===== src/rtl/tetris_move_sequencer.sv =====
// Game-flow controller: arbitrates gravity/button moves onto the collision checker and sequences
// spawn, lock, line clear and game over. Optional gravity speed-up under LEVEL_SPEEDUP_EN.
module tetris_move_sequencer #(
    parameter int unsigned GRAVITY_TICKS = 25000,
    parameter int unsigned GRAVITY_MIN   = 3125,
    parameter int unsigned CNT_W         = 16
) (
    input  logic       clock,
    input  logic       reset,
    input  logic       start,
    input  logic       btn_left,
    input  logic       btn_right,
    input  logic       btn_rot,
    input  logic       btn_drop,
    output logic       chk_req,
    output logic [2:0] chk_op,
    input  logic       chk_ack,
    input  logic       chk_ok,
    output logic       commit,
    output logic       spawn,
    output logic       lock,
    output logic       clr_req,
    input  logic       clr_done,
    output logic       playing,
    output logic       game_over,
    output logic [7:0] lock_count
);

    typedef enum logic [3:0] {
        st_idle,
        st_spawn,
        st_spawn_chk,
        st_ready,
        st_check,
        st_commit,
        st_lock,
        st_clear,
        st_over
    } state_e;

    localparam logic [2:0] OP_DOWN  = 3'd0;
    localparam logic [2:0] OP_LEFT  = 3'd1;
    localparam logic [2:0] OP_RIGHT = 3'd2;
    localparam logic [2:0] OP_ROT   = 3'd3;
    localparam logic [2:0] OP_SPAWN = 3'd4;

    // The starting interval is never allowed below the floor.
    localparam int unsigned BASE_TICKS = (GRAVITY_TICKS < GRAVITY_MIN) ? GRAVITY_MIN
                                                                       : GRAVITY_TICKS;
    localparam logic [CNT_W-1:0] TICKS_INIT = CNT_W'(BASE_TICKS);

    // Button bit order: 0 left, 1 right, 2 rotate, 3 drop.
    localparam int BTN_LEFT  = 0;
    localparam int BTN_RIGHT = 1;
    localparam int BTN_ROT   = 2;
    localparam int BTN_DROP  = 3;

    state_e           state_q, state_d;
    logic [2:0]       op_q, op_d;
    logic             drop_mode_q, drop_mode_d;
    logic [7:0]       lock_count_q, lock_count_d;

    logic [3:0]       btn_raw;
    logic [3:0]       sync1_q, sync2_q, prev_q;
    logic [3:0]       btn_edge;
    logic [3:0]       pend_q;
    logic [3:0]       btn_issue;
    logic             grav_pend_q;
    logic             grav_issue;
    logic             grav_expire;
    logic             accept_edges;
    logic [CNT_W-1:0] cnt_q;
    logic [CNT_W-1:0] grav_interval;

    assign btn_raw    = {btn_drop, btn_rot, btn_right, btn_left};
    assign btn_edge   = sync2_q & ~prev_q;
    assign lock_count = lock_count_q;

    always_ff @(posedge clock or posedge reset) begin
        if (reset) begin
            sync1_q <= '0;
            sync2_q <= '0;
            prev_q  <= '0;
        end else begin
            sync1_q <= btn_raw;
            sync2_q <= sync1_q;
            prev_q  <= sync2_q;
        end
    end

`ifdef LEVEL_SPEEDUP_EN
    localparam logic [CNT_W-1:0] TICKS_MIN = CNT_W'(GRAVITY_MIN);

    logic [CNT_W-1:0] interval_q, interval_d;
    logic [CNT_W-1:0] interval_half;

    assign interval_half = interval_q >> 1;
    assign grav_interval = interval_q;

    // Halve on every eighth lock of the game, never below the floor.
    always_comb begin
        interval_d = interval_q;
        if ((state_q == st_idle || state_q == st_over) && start) begin
            interval_d = TICKS_INIT;
        end else if (state_q == st_lock && lock_count_d[2:0] == 3'd0) begin
            interval_d = (interval_half < TICKS_MIN) ? TICKS_MIN : interval_half;
        end
    end

    always_ff @(posedge clock or posedge reset) begin
        if (reset) begin
            interval_q <= TICKS_INIT;
        end else begin
            interval_q <= interval_d;
        end
    end
`else
    assign grav_interval = TICKS_INIT;
`endif

    assign accept_edges = playing & ~drop_mode_q;
    assign grav_expire  = playing & (cnt_q <= CNT_W'(1));

    always_ff @(posedge clock or posedge reset) begin
        if (reset) begin
            cnt_q       <= TICKS_INIT;
            pend_q      <= '0;
            grav_pend_q <= 1'b0;
        end else if (state_q == st_spawn) begin
            cnt_q       <= grav_interval;
            pend_q      <= '0;
            grav_pend_q <= 1'b0;
        end else begin
            if (grav_expire) begin
                cnt_q <= grav_interval;
            end else if (playing) begin
                cnt_q <= cnt_q - CNT_W'(1);
            end
            // An edge landing on an already-pending (or just-issued) bit is dropped.
            pend_q      <= (pend_q | (btn_edge & {4{accept_edges}})) & ~btn_issue;
            grav_pend_q <= (grav_pend_q | (grav_expire & ~drop_mode_q)) & ~grav_issue;
        end
    end

    always_ff @(posedge clock or posedge reset) begin
        if (reset) begin
            state_q      <= st_idle;
            op_q         <= OP_DOWN;
            drop_mode_q  <= 1'b0;
            lock_count_q <= 8'd0;
        end else begin
            state_q      <= state_d;
            op_q         <= op_d;
            drop_mode_q  <= drop_mode_d;
            lock_count_q <= lock_count_d;
        end
    end

    always_comb begin
        state_d      = state_q;
        op_d         = op_q;
        drop_mode_d  = drop_mode_q;
        lock_count_d = lock_count_q;
        btn_issue    = 4'b0000;
        grav_issue   = 1'b0;
        chk_req      = 1'b0;
        chk_op       = OP_DOWN;
        commit       = 1'b0;
        spawn        = 1'b0;
        lock         = 1'b0;
        clr_req      = 1'b0;
        playing      = 1'b1;
        game_over    = 1'b0;

        unique case (state_q)
            st_idle: begin
                playing = 1'b0;
                if (start) begin
                    state_d = st_spawn;
                end
            end
            st_spawn: begin
                spawn   = 1'b1;
                state_d = st_spawn_chk;
            end
            st_spawn_chk: begin
                chk_req = 1'b1;
                chk_op  = OP_SPAWN;
                if (chk_ack) begin
                    state_d = chk_ok ? st_ready : st_over;
                end
            end
            st_ready: begin
                if (grav_pend_q) begin
                    op_d       = OP_DOWN;
                    grav_issue = 1'b1;
                    state_d    = st_check;
                end else if (pend_q[BTN_DROP]) begin
                    op_d                = OP_DOWN;
                    drop_mode_d         = 1'b1;
                    btn_issue[BTN_DROP] = 1'b1;
                    state_d             = st_check;
                end else if (pend_q[BTN_ROT]) begin
                    op_d               = OP_ROT;
                    btn_issue[BTN_ROT] = 1'b1;
                    state_d            = st_check;
                end else if (pend_q[BTN_LEFT]) begin
                    op_d                = OP_LEFT;
                    btn_issue[BTN_LEFT] = 1'b1;
                    state_d             = st_check;
                end else if (pend_q[BTN_RIGHT]) begin
                    op_d                 = OP_RIGHT;
                    btn_issue[BTN_RIGHT] = 1'b1;
                    state_d              = st_check;
                end
            end
            st_check: begin
                chk_req = 1'b1;
                chk_op  = op_q;
                if (chk_ack) begin
                    if (chk_ok) begin
                        state_d = st_commit;
                    end else if (op_q == OP_DOWN) begin
                        state_d     = st_lock;
                        drop_mode_d = 1'b0;
                    end else begin
                        state_d = st_ready;
                    end
                end
            end
            st_commit: begin
                commit = 1'b1;
                // Drop mode keeps stepping down until a down check fails.
                state_d = drop_mode_q ? st_check : st_ready;
            end
            st_lock: begin
                lock         = 1'b1;
                lock_count_d = lock_count_q + 8'd1;
                state_d      = st_clear;
            end
            st_clear: begin
                clr_req = 1'b1;
                if (clr_done) begin
                    state_d = st_spawn;
                end
            end
            st_over: begin
                playing   = 1'b0;
                game_over = 1'b1;
                if (start) begin
                    lock_count_d = 8'd0;
                    state_d      = st_spawn;
                end
            end
            default: begin
                playing = 1'b0;
                state_d = st_idle;
            end
        endcase
    end

endmodule


===== config.mk =====
export PLATFORM = sky130hd
export DESIGN_NAME = tetris_move_sequencer
export DESIGN_NICKNAME = d
export VERILOG_FILES = /design/src/rtl/tetris_move_sequencer.sv
export SDC_FILE = /design/constraint.sdc
export NUM_CORES = 1
export LEC_CHECK = 0
export ABC_AREA = 1
export CAP_MARGIN = 0
export CORE_AREA = 3 3 70 105
export CTS_CLUSTER_DIAMETER = 40
export DETAILED_ROUTE_END_ITERATION = 7
export DIE_AREA = 0 0 73 108
export PLACE_DENSITY = 0.6
export SYNTH_ARGS = -nofsm -noshare
export SYNTH_HDL_FRONTEND = slang
export SYNTH_SLANG_ARGS = --single-unit

===== constraint.sdc =====
create_clock -name clock -period 1.75 [get_ports clock]
set_input_delay 0.35 -clock clock [delete_from_list [all_inputs] [get_ports clock]]
set_output_delay 0.35 -clock clock [all_outputs]
set_load 0.005 [all_outputs]

After elaboration in Yosys (flattened, before gate mapping):

Index checks and enable logic that the tools add are counted.

* bitwise gates (word level): 13
* $lt $le $gt $ge: 1
* multiplexer cells: 51
* equality and inequality tests: 18
* add/subtract/negate cells: 2
* reductions and logical operators: 13

Operator list (count)
* 4-bit two-way mux: 13
* 16-bit two-way mux: 3
* 4-bit one-hot mux with 8 select lines: 1
* 3-bit two-way mux: 9
* 1-bit two-way mux: 20
* 4-bit by 3-bit equality test with 1-bit output, second input constant: 4
* 16-bit by 1-bit <= comparator with 1-bit output, second input constant: 1
* 2-bit inequality test, second input constant: 8
* 8-bit one-hot mux with 2 select lines: 1
* 16-bit by 1-bit subtractor with 16-bit output, second input constant: 1
* 4-bit bitwise AND: 3
* 8-bit by 1-bit adder with 8-bit output, second input constant: 1
* 4-bit by 2-bit equality test with 1-bit output, second input constant: 2
* 8-bit two-way mux: 1
* 4-bit inverter: 2
* 7-bit OR reduction: 1
* 6-bit inequality test, second input constant: 1
* 3-bit one-hot mux with 2 select lines: 1
* 6-bit AND reduction: 1
* 5-bit AND reduction: 1
* 5-bit nonzero test: 1
* 1-bit bitwise AND: 4
* 4-bit by 1-bit equality test with 1-bit output, second input constant: 1
* 4-bit equality test, second input constant: 1
* 12 further kinds: 16

* logic and storage cells: 108
* register bits: 49
* input port bits: 10

Logic depth before layout (Yosys ltp):

* depth after elaboration: 9
* mapped depth: 10
* mapped depth without buffers: 10

Least setup slack after synthesis:

OpenSTA, ideal clock, no wires.

* path type: register -> register
* from: reg state_q[0]
* to: reg lock_count_q[3], in the netlist lock_count[3]
* setup time: 0.118 ns
* arrival time: 1.210 ns
* setup slack: 0.422 ns
* cell stages (with the launch flop): 11
* required time: 1.632 ns
* clock period less this slack: 1.328 ns
* cells stage by stage: dfrtp_1 > buf_6 > nor2_8 > nand2_2 > nor2_2 > nand2_2 > nand2_2 > buf_6 > nand2_1 > nand2_1 > nor2_1

* longest elaborated chain between the ends: 3
* elaborated cells between the ends (all ways): 6
* those cells by class: eq/ne: 3; mux: 1; reduce/logical: 2

Ends and longest elaborated chain
* start: declaration: line 58 `state_e state_q, state_d;`
* start signal: assignment: line 147 `state_q <= st_idle;`
* start signal: assignment: line 152 `state_q <= state_d;`
* 4-bit equality test or 4-bit by 3-bit equality test with 1-bit output (tied branches): line 175 `unique case (state_q)`
* 2-bit inequality test (no line) or 2-bit nonzero test (tied branches)
* 2-bit AND reduction (no line)
* end signal: assignment: line 155 `lock_count_q <= lock_count_d;`
* end: declaration: line 61 `logic [7:0] lock_count_q, lock_count_d;`

Parallel ways exist; a longest one is shown, timed or not.
A chain may end at the register's enable or synchronous reset.

Final worst setup path:

* from: reg state_q[0]
* to: out game_over

* longest elaborated chain between the ends: 2

Ends and longest elaborated chain
* 4-bit equality test: line 175
* 1-bit two-way mux: line 175
* end: declaration: line 25 `output logic game_over,`

No other way between the ends.

==> impl_metrics.sql <==
INSERT INTO impl_metrics (metric_group, metric, value, unit) VALUES
('pwr', 'peakVddDrop', '0.0005804', 'V'),
('yosys', 'synth_fp_nets', '367', ''),
('detailed_routing', 'detail_route.drc_violations', '0', ''),
('cts', 'insertion_delay', '0.30', 'ns'),
('yosys', 'avgSynthCellArea', '7.380', 'um^2'),
('yosys', 'ys_ff_latch', '48', ''),
('pwr', 'share_of_total_power_in_sequential_cells', '0.325', ''),
('pwr', 'power_leakage', '1.755', 'nW'),
('pwr', 'share_clk_of_total_power', '0.169', ''),
('timing', 'timing.final.max_slew_violations', '0', ''),
('final_layout', 'insertedDiodeCount', '0', ''),
('global_route', 'grt.total_usage', '0.1654', ''),
('cts', 'cts_buffer_count', '5', ''),
('final_layout', 'multiInputGateArea', '1220', 'um^2'),
('yosys', 'synth_area_leader_cell', 'sky130_fd_sc_hd__dfrtp_1', ''),
('timing', 'actual_transition_at_the_worst_max_transition_pin', '0.3611', 'ns'),
('detailed_routing', 'drt_antenna_net_count', '0', ''),
('yosys', 'ys_warn_count', '0', ''),
('timing', 'fin_hold_viols', '0', ''),
('flow_run', 'drv.max_cap_violation_count', '0', ''),
('yosys', 'post_synth_main_area_contributors', 'sky130_fd_sc_hd__dfrtp_1 (40%), sky130_fd_sc_hd__nand2_1 (11%), sky130_fd_sc_hd__inv_1 (8.8%)', ''),
('placement', 'post-place-cells', '478', ''),
('setup_path', 'critical_path_peak_fanout', '3', ''),
('floorplanning', 'die_h', '108', 'um'),
('yosys', 'synth_edf_count', '0', ''),
('yosys', 'synthArstFlopShare', '1.000', ''),
('run_status', 'result_of_the_run', 'finished, final reports clean', ''),
('global_route', 'grt_pass1_vias', '2373', ''),
('timing', 'finalHoldWorstSlack', '0.3277', 'ns'),
('pwr', 'power.density_cell_area', '1479', 'nW/um^2'),
('timing', 'post-route-min-period', '1.713', 'ns'),
('cts', 'tritoncts_num_sinks', '48', ''),
('cts', 'cts.clk_slew.worst_paths', '0.09', 'ns'),
('setup_path', 'data_arrival_time_of_the_worst_path', '1.36', 'ns'),
('floorplanning', 'site_row_count', '36', ''),
('detailed_routing', 'detail_route.first_pass.iterations', '4', ''),
('cts', 'cts_tree', 'done', ''),
('final_layout', 'layout.nets', '431', ''),
('yosys', 'synth_sequential_area_ratio', '0.4626', ''),
('setup_path', 'worst_ep_required_time', '1.40', 'ns'),
('detailed_routing', 'dr_total_vias', '2449', ''),
('setup_path', 'cp-start-kind', 'flip-flop', ''),
('pwr', 'comb_power_share', '0.506', ''),
('final_layout', 'area.growth.synth_to_final', '30.27', '%'),
('yosys', 'synthCells', '354', ''),
('placement', 'gpl.final_weighted_congestion', '0.9146', ''),
('timing', 'setup_viol_count_final', '0', ''),
('floorplanning', 'design.portCount', '28', ''),
('detailed_routing', 'routed_wirelength', '6230', 'um'),
('timing', 'clock_skew', '0.01311', 'ns'),
('yosys', 'synth_ff_type', 'sky130_fd_sc_hd__dfrtp_1', ''),
('pwr', 'intPower', '2.954', 'mW'),
('detailed_routing', 'initialDrtViolationCount', '89', ''),
('cts', 'clock_tree.buffer_depth', '2', ''),
('timing', 'slew_headroom', '0.7589', ''),
('setup_path', 'worst-setup-path-type', 'reg2out', ''),
('yosys', 'synth.lib_cells_used.distinct', '23', ''),
('yosys', 'yosysMostFrequentCell', 'sky130_fd_sc_hd__nand2_1', ''),
('detailed_routing', 'detailed_route_wire_length_per_cell', '12.59', 'um'),
('setup_path', 'critPathCaptureType', 'output pin', ''),
('pwr', 'p_sw_frac', '0.4130', ''),
('global_route', 'grt_antenna_before_repair', '0', ''),
('cts', 'clockRootBuffer', 'sky130_fd_sc_hd__clkbuf_8', ''),
('floorplanning', 'die-area', '7884', 'um^2'),
('floorplanning', 'dieWidth', '73', 'um'),
('pwr', 'p_sw', '2.078', 'mW'),
('cts', 'hold_buffers', '0', ''),
('final_layout', 'filler_cell_count', '648', ''),
('pwr', 'design_power_total', '5.033', 'mW'),
('placement', 'port_buffers', '27', ''),
('global_route', 'grt_pass1_wl', '10270', 'um');
logic make-up after synthesis:
kind of cell / count (synthesis) / synth area share
simple gates: 204 / 0.3487
buf+inv: 66 / 0.1049
flops: 48 / 0.4626
compound gates: 31 / 0.06274
fa+ha+maj: 3 / 0.01437
xor+xnor: 2 / 0.006706
worst paths after layout:
| kind | slack [ns] | to | depth (start not counted) | startpoint |
|---|---|---|---|---|
| max in group asynchronous | 0.92 | cnt_q[3] | 3 | reset |
| worst max register to register | 0.13 | lock_count[7] | 11 | state_q[0] |
| worst min-delay path | 0.33 | cnt_q[12] | 2 | reset |
| worst min register to register | 0.35 | sync2_q[0] | 0 | sync1_q[0] |
| worst max-delay path | 0.04 | game_over | 6 | state_q[0] |
| min in group clock | 0.35 | sync2_q[0] | 0 | sync1_q[0] |
layer usage:
layer,up-vias,track usage,share of wire
met5,-,0,0
met4,0,0.06860,0.021
met3,12,0.02977,0.033
met2,36,0.3079,0.56
met1,1155,0.1774,0.39
li1,1246,-,-
state kept, by name (all words and copies together), names as in the netlist, 2 cells and up:
| signal | count |
|---|---|
| prev_q | 4 |
| sync2_q | 4 |
| lock_count | 8 |
| cnt_q | 16 |
| state_q | 4 |
| sync1_q | 4 |
| op_q | 2 |
| pend_q | 4 |
power by group through the flow:
stage	logic [mW]	registers, mW	clock network (mW)
6_report	2.55	1.64	0.850
3_3_place_gp	2.26	1.65	0
3_5_place_dp	2.28	1.66	0
4_1_cts	2.40	1.65	0.873
2_1_floorplan	1.41	1.58	0
5_1_grt	2.87	1.67	0.920
worst max-delay path: stages (launching register included):
cell,delay [ns]
sky130_fd_sc_hd__dfrtp_2,0.42
sky130_fd_sc_hd__buf_6,0.13
sky130_fd_sc_hd__nor2_8,0.12
sky130_fd_sc_hd__buf_6,0.14
sky130_fd_sc_hd__nand2_8,0.06
sky130_fd_sc_hd__nor2_4,0.08
sky130_fd_sc_hd__buf_2,0.12
per-stage QoR:
| step | worst slack, ns | instance area (um^2) | utilization | TNS [ns] |
|---|---|---|---|---|
| 4_1_cts | -0.2008 | 3326 | 0.5092 | -0.2008 |
| 5_1_grt | -0.01884 | 3403 | 0.5211 | -0.04893 |
| 3_5_place_dp | -0.04925 | 3149 | 0.4822 | -0.1538 |
| 6_report | 0.03746 | 3403 | 0.5211 | 0 |
| 3_3_place_gp | -0.03649 | 3149 | 0.4822 | -0.06728 |
| 2_1_floorplan | 0.2655 | 2613 | - | 0 |
cells in the final DEF, fill, tap and decap left out, types with 4 or more instances in the layout:
cell,netlist,layout
sky130_fd_sc_hd__a21oi_1,8,8
sky130_fd_sc_hd__buf_4,1,28
sky130_fd_sc_hd__buf_6,3,6
sky130_fd_sc_hd__clkbuf_2,0,6
sky130_fd_sc_hd__clkbuf_8,0,6
sky130_fd_sc_hd__clkdlybuf4s50_1,0,17
sky130_fd_sc_hd__dfrtp_1,42,38
sky130_fd_sc_hd__dfrtp_2,0,4
sky130_fd_sc_hd__dfstp_2,6,6
sky130_fd_sc_hd__inv_1,61,57
sky130_fd_sc_hd__inv_2,1,5
sky130_fd_sc_hd__nand2_1,78,75
sky130_fd_sc_hd__nand2_2,6,6
sky130_fd_sc_hd__nand3_1,37,35
sky130_fd_sc_hd__nand4_1,14,14
sky130_fd_sc_hd__nor2_1,55,52
sky130_fd_sc_hd__nor3_1,6,5
sky130_fd_sc_hd__o21ai_0,19,19
final cells by class:
type,instances,share of cell area
tap,76,0.02794
inverter,62,0.06838
timing repair buffer,61,0.1529
clock inverter,2,0.01140
clock buffer,6,0.02426
multi-input combinational,240,0.3585
sequential,48,0.3566
what timing repair did:
action | CTS | global route
resized for setup | 35 | 28
buffers inserted | 3 | 8
pin swaps | 4 | 5
hold endpoints to repair | 0 | 0
setup endpoints to repair | 10 | 19
Note: power is estimated with default switching activity, not from simulation.
